==> src/rtl/sat_accum_16bit_pkg.sv <==
// Shared types and constants for the saturating accumulator.
package sat_pkg;

    typedef enum logic {ACC, DONE} sat_state_t;

    localparam int unsigned DATA_W = 16;
    localparam logic [15:0] SAT_MAX = 16'h7FFF;
    localparam logic [15:0] SAT_MIN = 16'h8000;

endpackage

==> src/rtl/sat_accum_16bit_if.sv <==
// Operand stream in, result stream out; slave is the accumulator's view.
interface sat_accum_16bit_if #(parameter int CNT_W = 8);
    import sat_pkg::*;

    logic              in_valid;
    logic              in_ready;
    logic [DATA_W-1:0] in_data;
    logic              in_sub;
    logic              in_last;
    logic              out_valid;
    logic              out_ready;
    logic [DATA_W-1:0] out_data;
    logic              out_sat;
    logic [CNT_W-1:0]  out_count;

    modport slave (
        input  in_valid, in_data, in_sub, in_last, out_ready,
        output in_ready, out_valid, out_data, out_sat, out_count
    );

    modport master (
        output in_valid, in_data, in_sub, in_last, out_ready,
        input  in_ready, out_valid, out_data, out_sat, out_count
    );

endinterface

==> src/rtl/sat_accum_16bit_addsub.sv <==
// Combinational signed 16-bit add/sub with exact 17-bit result clamped to range.
module sat_addsub16
    import sat_pkg::*;
(
    input  logic [DATA_W-1:0] a,
    input  logic [DATA_W-1:0] b,
    input  logic              sub,
    output logic [DATA_W-1:0] sum,
    output logic              ovfl
);

    logic [DATA_W:0] ax;
    logic [DATA_W:0] bx;
    logic [DATA_W:0] r;

    always_comb begin
        ax = {a[DATA_W-1], a};
        bx = {b[DATA_W-1], b};
        r  = sub ? (ax - bx) : (ax + bx);
        // 17-bit result fits in 16 bits only when the top two bits agree
        ovfl = r[DATA_W] ^ r[DATA_W-1];
        if (!ovfl)
            sum = r[DATA_W-1:0];
        else if (r[DATA_W])
            sum = SAT_MIN;
        else
            sum = SAT_MAX;
    end

endmodule

==> src/rtl/sat_accum_16bit.sv <==
// Packet accumulator: folds each operand beat into a clamped running sum and
// emits one result (sum, sticky saturation, beat count) per packet.
module sat_accum_16bit
    import sat_pkg::*;
#(
    parameter int CNT_W = 8
) (
    input  logic                clk,
    input  logic                rst_n,
    input  logic                clr,
    sat_accum_16bit_if.slave    bus
);

    sat_state_t        state;
    logic [DATA_W-1:0] acc;
    logic              sat;
    logic [CNT_W-1:0]  cnt;
    logic [DATA_W-1:0] sum;
    logic              ovfl;
    logic              xfer;

    sat_addsub16 u_addsub (
        .a    (acc),
        .b    (bus.in_data),
        .sub  (bus.in_sub),
        .sum  (sum),
        .ovfl (ovfl)
    );

    // rst_n gates ready so nothing is advertised while reset is held
    assign bus.in_ready  = rst_n & (state == ACC) & ~clr;
    assign xfer          = bus.in_valid & bus.in_ready;

    assign bus.out_valid = (state == DONE);
    assign bus.out_data  = acc;
    assign bus.out_sat   = sat;
    assign bus.out_count = cnt;

    always_ff @(posedge clk or negedge rst_n) begin
        if (!rst_n) begin
            state <= ACC;
            acc   <= '0;
            sat   <= 1'b0;
            cnt   <= '0;
        end else if (clr) begin
            state <= ACC;
            acc   <= '0;
            sat   <= 1'b0;
            cnt   <= '0;
        end else begin
            case (state)
                ACC: begin
                    if (xfer) begin
                        acc <= sum;
                        sat <= sat | ovfl;
                        if (cnt != '1)
                            cnt <= cnt + CNT_W'(1);
                        if (bus.in_last)
                            state <= DONE;
                    end
                end
                DONE: begin
                    if (bus.out_ready) begin
                        state <= ACC;
                        acc   <= '0;
                        sat   <= 1'b0;
                        cnt   <= '0;
                    end
                end
                default: state <= ACC;
            endcase
        end
    end

endmodule
==> src/flat_wrapper.sv <==
// flat-port wrapper written by rule: the top's interface ports become plain ports
module sat_accum_16bit_flat import sat_pkg::*;
#(
    parameter int CNT_W = 8
)
  (clk, rst_n, clr, bus_in_valid, bus_in_data, bus_in_sub, bus_in_last, bus_out_ready, bus_in_ready, bus_out_valid, bus_out_data, bus_out_sat, bus_out_count);
  sat_accum_16bit_if #(.CNT_W(CNT_W)) bus_i ();
  input  logic clk;
  input  logic rst_n;
  input  logic clr;
  input wire logic [$bits(bus_i.in_valid)-1:0] bus_in_valid;
  input wire logic [$bits(bus_i.in_data)-1:0] bus_in_data;
  input wire logic [$bits(bus_i.in_sub)-1:0] bus_in_sub;
  input wire logic [$bits(bus_i.in_last)-1:0] bus_in_last;
  input wire logic [$bits(bus_i.out_ready)-1:0] bus_out_ready;
  output wire logic [$bits(bus_i.in_ready)-1:0] bus_in_ready;
  output wire logic [$bits(bus_i.out_valid)-1:0] bus_out_valid;
  output wire logic [$bits(bus_i.out_data)-1:0] bus_out_data;
  output wire logic [$bits(bus_i.out_sat)-1:0] bus_out_sat;
  output wire logic [$bits(bus_i.out_count)-1:0] bus_out_count;
  assign bus_i.in_valid = bus_in_valid;
  assign bus_i.in_data = bus_in_data;
  assign bus_i.in_sub = bus_in_sub;
  assign bus_i.in_last = bus_in_last;
  assign bus_i.out_ready = bus_out_ready;
  assign bus_in_ready = bus_i.in_ready;
  assign bus_out_valid = bus_i.out_valid;
  assign bus_out_data = bus_i.out_data;
  assign bus_out_sat = bus_i.out_sat;
  assign bus_out_count = bus_i.out_count;
  sat_accum_16bit #(.CNT_W(CNT_W)) u_core (.clk(clk), .rst_n(rst_n), .clr(clr), .bus(bus_i));
endmodule
==> config.mk <==
export PLATFORM = sky130hd
export DESIGN_NAME = sat_accum_16bit_flat
export DESIGN_NICKNAME = d
export VERILOG_FILES = /design/src/rtl/sat_accum_16bit_pkg.sv /design/src/rtl/sat_accum_16bit_if.sv /design/src/rtl/sat_accum_16bit_addsub.sv /design/src/rtl/sat_accum_16bit.sv /design/src/flat_wrapper.sv
export SDC_FILE = /design/constraint.sdc
export NUM_CORES = 1
export LEC_CHECK = 0
export BUFFER_PORTS_ARGS = -buffer_cell sky130_fd_sc_hd__clkbuf_2
export CAP_MARGIN = 5
export CORE_MARGIN = 8
export CORE_UTILIZATION = 54
export CTS_CLUSTER_SIZE = 20
export DETAILED_ROUTE_END_ITERATION = 10
export PLACE_DENSITY = 0.78
export REMOVE_ABC_BUFFERS = 1
export SLEW_MARGIN = 20
export SYNTH_ARGS = -nofsm -noshare
export SYNTH_HDL_FRONTEND = slang
export SYNTH_HIERARCHICAL = 1
export SYNTH_SLANG_ARGS = --single-unit
==> constraint.sdc <==
create_clock -name clk -period 6.3 [get_ports clk]
set_input_delay 1.26 -clock clk [delete_from_list [all_inputs] [get_ports clk]]
set_output_delay 1.26 -clock clk [all_outputs]
set_load 0.02 [all_outputs]
==> reports/qor.yml <==
p_clk_share_pct: 9.3
cap_violations: 0
setup_violations: 0
path_clk_slew_ns: 0.10
crit_buf_inv: 2
p_comb_share_pct: 68.5
final_hold_viol_count: 0
grt-ovfl-total: 0
synth_edf_count: 0
synth_area_leaders: "dfrtp_1 (26%), ha_1 (8.9%), xnor2_1 (7.6%)"
htreeDepth: 1
arrival_ns: 4.93
fin_tns_setup_ns: 0
internal_power_uw: 591
drive_gt1_share_pct: 19.8
worstPathMaxFanout: 12
setup.worst_path.end_class: "flip-flop"
gp_congestion: 0.937
synth_area_per_cell_sq_um: 7.78
p_sw_uw: 572
power_uw: 1160
grt_max_degree: 31
synthFlopType: "dfrtp_1"
die_w_um: 84.4
cts_buffers: 3
area_delta_synth_final_pct: 12.2
path_cells: "clkbuf_2 -> inv_1 -> ha_1 -> nor4b_2 -> and3_1 -> a21oi_1 -> xnor2_1 -> ha_1 -> and3_1 -> nand3_1 -> o21ba_1 -> or3_4 -> a22oi_1 -> a21oi_1 -> nand3_1 -> nand2_1"
syn_inst: 325
nFillCells: 427
holdWs_ns: 0.517
period_needed_ns: 4.77
nets: 411
synth.top_cell.area_share_pct: 25.7
rsz0062_at_grt: "false"
holdPathStages: 2
final_common_cell: "clkbuf_2"
routed_via_density: 5.84
antenna_found_initial: 0
dpl.hpwl_mm: 4.94
cts_buffer_depth: 2
drt_iter0_markers: 207
r2r_cells: 12
grt_pass1_wl_mm: 10.8
cts-root-buf: "clkbuf_8"
clock-sinks: 26
cts_repair_resize_count: 0
fin_crit_sh_pct: 75.7
grt_pass1_vias: 2318
startpoint_type: "input pin"
cts_tree: "done"
clk_latency_ns: 0.27
ir_worst_vdd_mv: 0.172
ys_seq_elements: 26
netSwitchingFraction_pct: 49.2
power_density_nw_per_um2: 410
crit_slowest_cell: "a22oi_1"
dr_total_vias: 2465
wl_per_cell_um: 15.1
route.detailed.drc: 0
portBuffers: 49
syn-cell-area_sq_um: 2530
leakagePower_uw: 0.00139
design.die.area_sq_um: 7130
die_h_um: 84.4
async_flop_share_pct: 100
critPathMaxStageDelay_ns: 0.77
cpLargestDelayFamily: "simple AND/OR/NAND/NOR gates"
layout_common_cells: "clkbuf_2 (49), nand2_1 (47), a21oi_1 (38), dfrtp_1 (26), nand3_1 (25)"
worstMarginPinSlew_ns: 0.996
path_class: "in -> reg"
yosys.area.top_type: "dfrtp_1"
post_cts_buffers: 0
wirelength_mm: 6.39
grtUsageTotal_pct: 18.0
core-area_sq_um: 4630
ant_nets: 0
final-max-slew-violation-count: 0
finClkSkew_ns: 0.00954
fmax_mhz: 210
seq_area_frac_synth_pct: 25.7
status: "finished, final reports clean"
num_rows: 25
holdCritPathClass: "reg -> reg"
seqPwrFrac_pct: 22.2
initial_core_util_pct: 54.6
required_ns: 6.46
synth_cell_types: 57
dr.pass1.iters: 5
cts.hold.buffers_added: 0
max_slew_margin_pct: 33.6
io_pins: 50
path_depth: 16
antenna_cells: 0
ys_warn_count: 6
## metal layers
layer | vias up | GRT usage (%) | share of wire, %
li1 | 1259 | - | -
met2 | 84 | 29.1 | 45
met1 | 1118 | 23.9 | 49
met5 | - | 0 | 0
met4 | 0 | 4.37 | 0.42
met3 | 4 | 3.41 | 6.1
## power by group through the flow
stage          clock [uW]  combinational, uW  sequential [uW]
3_3_place_gp            0                776              260
6_report              108                797              258
3_5_place_dp            0                784              262
5_1_grt               122                874              265
4_1_cts               115                789              259
2_1_floorplan           0                543              309
## cell families (layout without fill, tap and decap cells)
kind of cell               after synthesis  in the layout  synth area share, %
buffers and inverters                   26             69                 4.90
adders and majority gates               22             22                 11.0
xor gates and xnor gates                27             27                 9.35
muxes                                    1              1                0.396
DFF                                     26             26                 25.7
AOI/OAI and AO/OA                       97             97                 24.0
and+or+nand+nor                        126            126                 24.5
## state kept, by name (all words and copies together) (netlist names)
name                  cells
u_core/bus.out_count      8
u_core/bus.out_data      16
u_core/bus.out_sat        1
u_core/bus.out_valid      1
## area by class of cell
type,instances,area [sq um],area share [%]
timing repair buffer,50,253,8.91
clock buffer,4,55.1,1.94
multi-input combinational,273,1750,61.8
inverter,15,56.3,1.99
tap,54,67.6,2.38
sequential,26,651,22.9
## through the flow
| step | worst slack, ns | cell area, sq um | std cells | util, % |
|---|---|---|---|---|
| final | 1.53 | 2840 | 422 | 61.3 |
| after global routing | 1.27 | 2840 | 422 | 61.3 |
| after CTS | 1.56 | 2840 | 422 | 61.3 |
| after detailed placement | 1.28 | 2780 | 418 | 60.1 |
| after global placement | 1.30 | 2780 | 418 | 60.1 |
| after floorplan | 2.09 | 2460 | 314 | - |
## worst paths after layout
check	from	end	slack, ns
min reg2reg	u_core/bus.out_data[8]$_DFFE_PN0P_	u_core/bus.out_data[8]$_DFFE_PN0P_	0.52
max	bus_in_data[0]	u_core/bus.out_data[14]$_DFFE_PN0P_	1.53
min in group asynchronous	rst_n	u_core/bus.out_count[0]$_DFFE_PN0P_	1.03
min	u_core/bus.out_data[8]$_DFFE_PN0P_	u_core/bus.out_data[8]$_DFFE_PN0P_	0.52
max reg2reg	u_core/bus.out_data[0]$_DFFE_PN0P_	u_core/bus.out_data[14]$_DFFE_PN0P_	2.97
max in group asynchronous	rst_n	u_core/bus.out_data[10]$_DFFE_PN0P_	4.79
## synth_stat cells, types with 4 or more instances
library cell and n:
buf_2 6, o21ai_1 5, a31oi_1 11, o21ai_0 12, o211ai_1 4, xnor2_1 22
dfrtp_1 26, ha_1 18, a21o_1 4, nand3_1 25, nor2_1 20, xor2_1 5
a21oi_1 38, nand2_1 47, nor3_1 9, inv_1 15
## worst reg2reg max path, cell delays in order (launching register included)
cell and delay (ns):
dfrtp_1 0.41, inv_1 0.09, ha_1 0.18, inv_1 0.06, fa_1 0.44, a211oi_2 0.24, nor3_1 0.12, o21ba_1 0.22
or3_4 0.40, a22oi_1 0.77, a21oi_1 0.12, nand3_1 0.12, nand2_1 0.07
(Power assumes the default switching activity.)
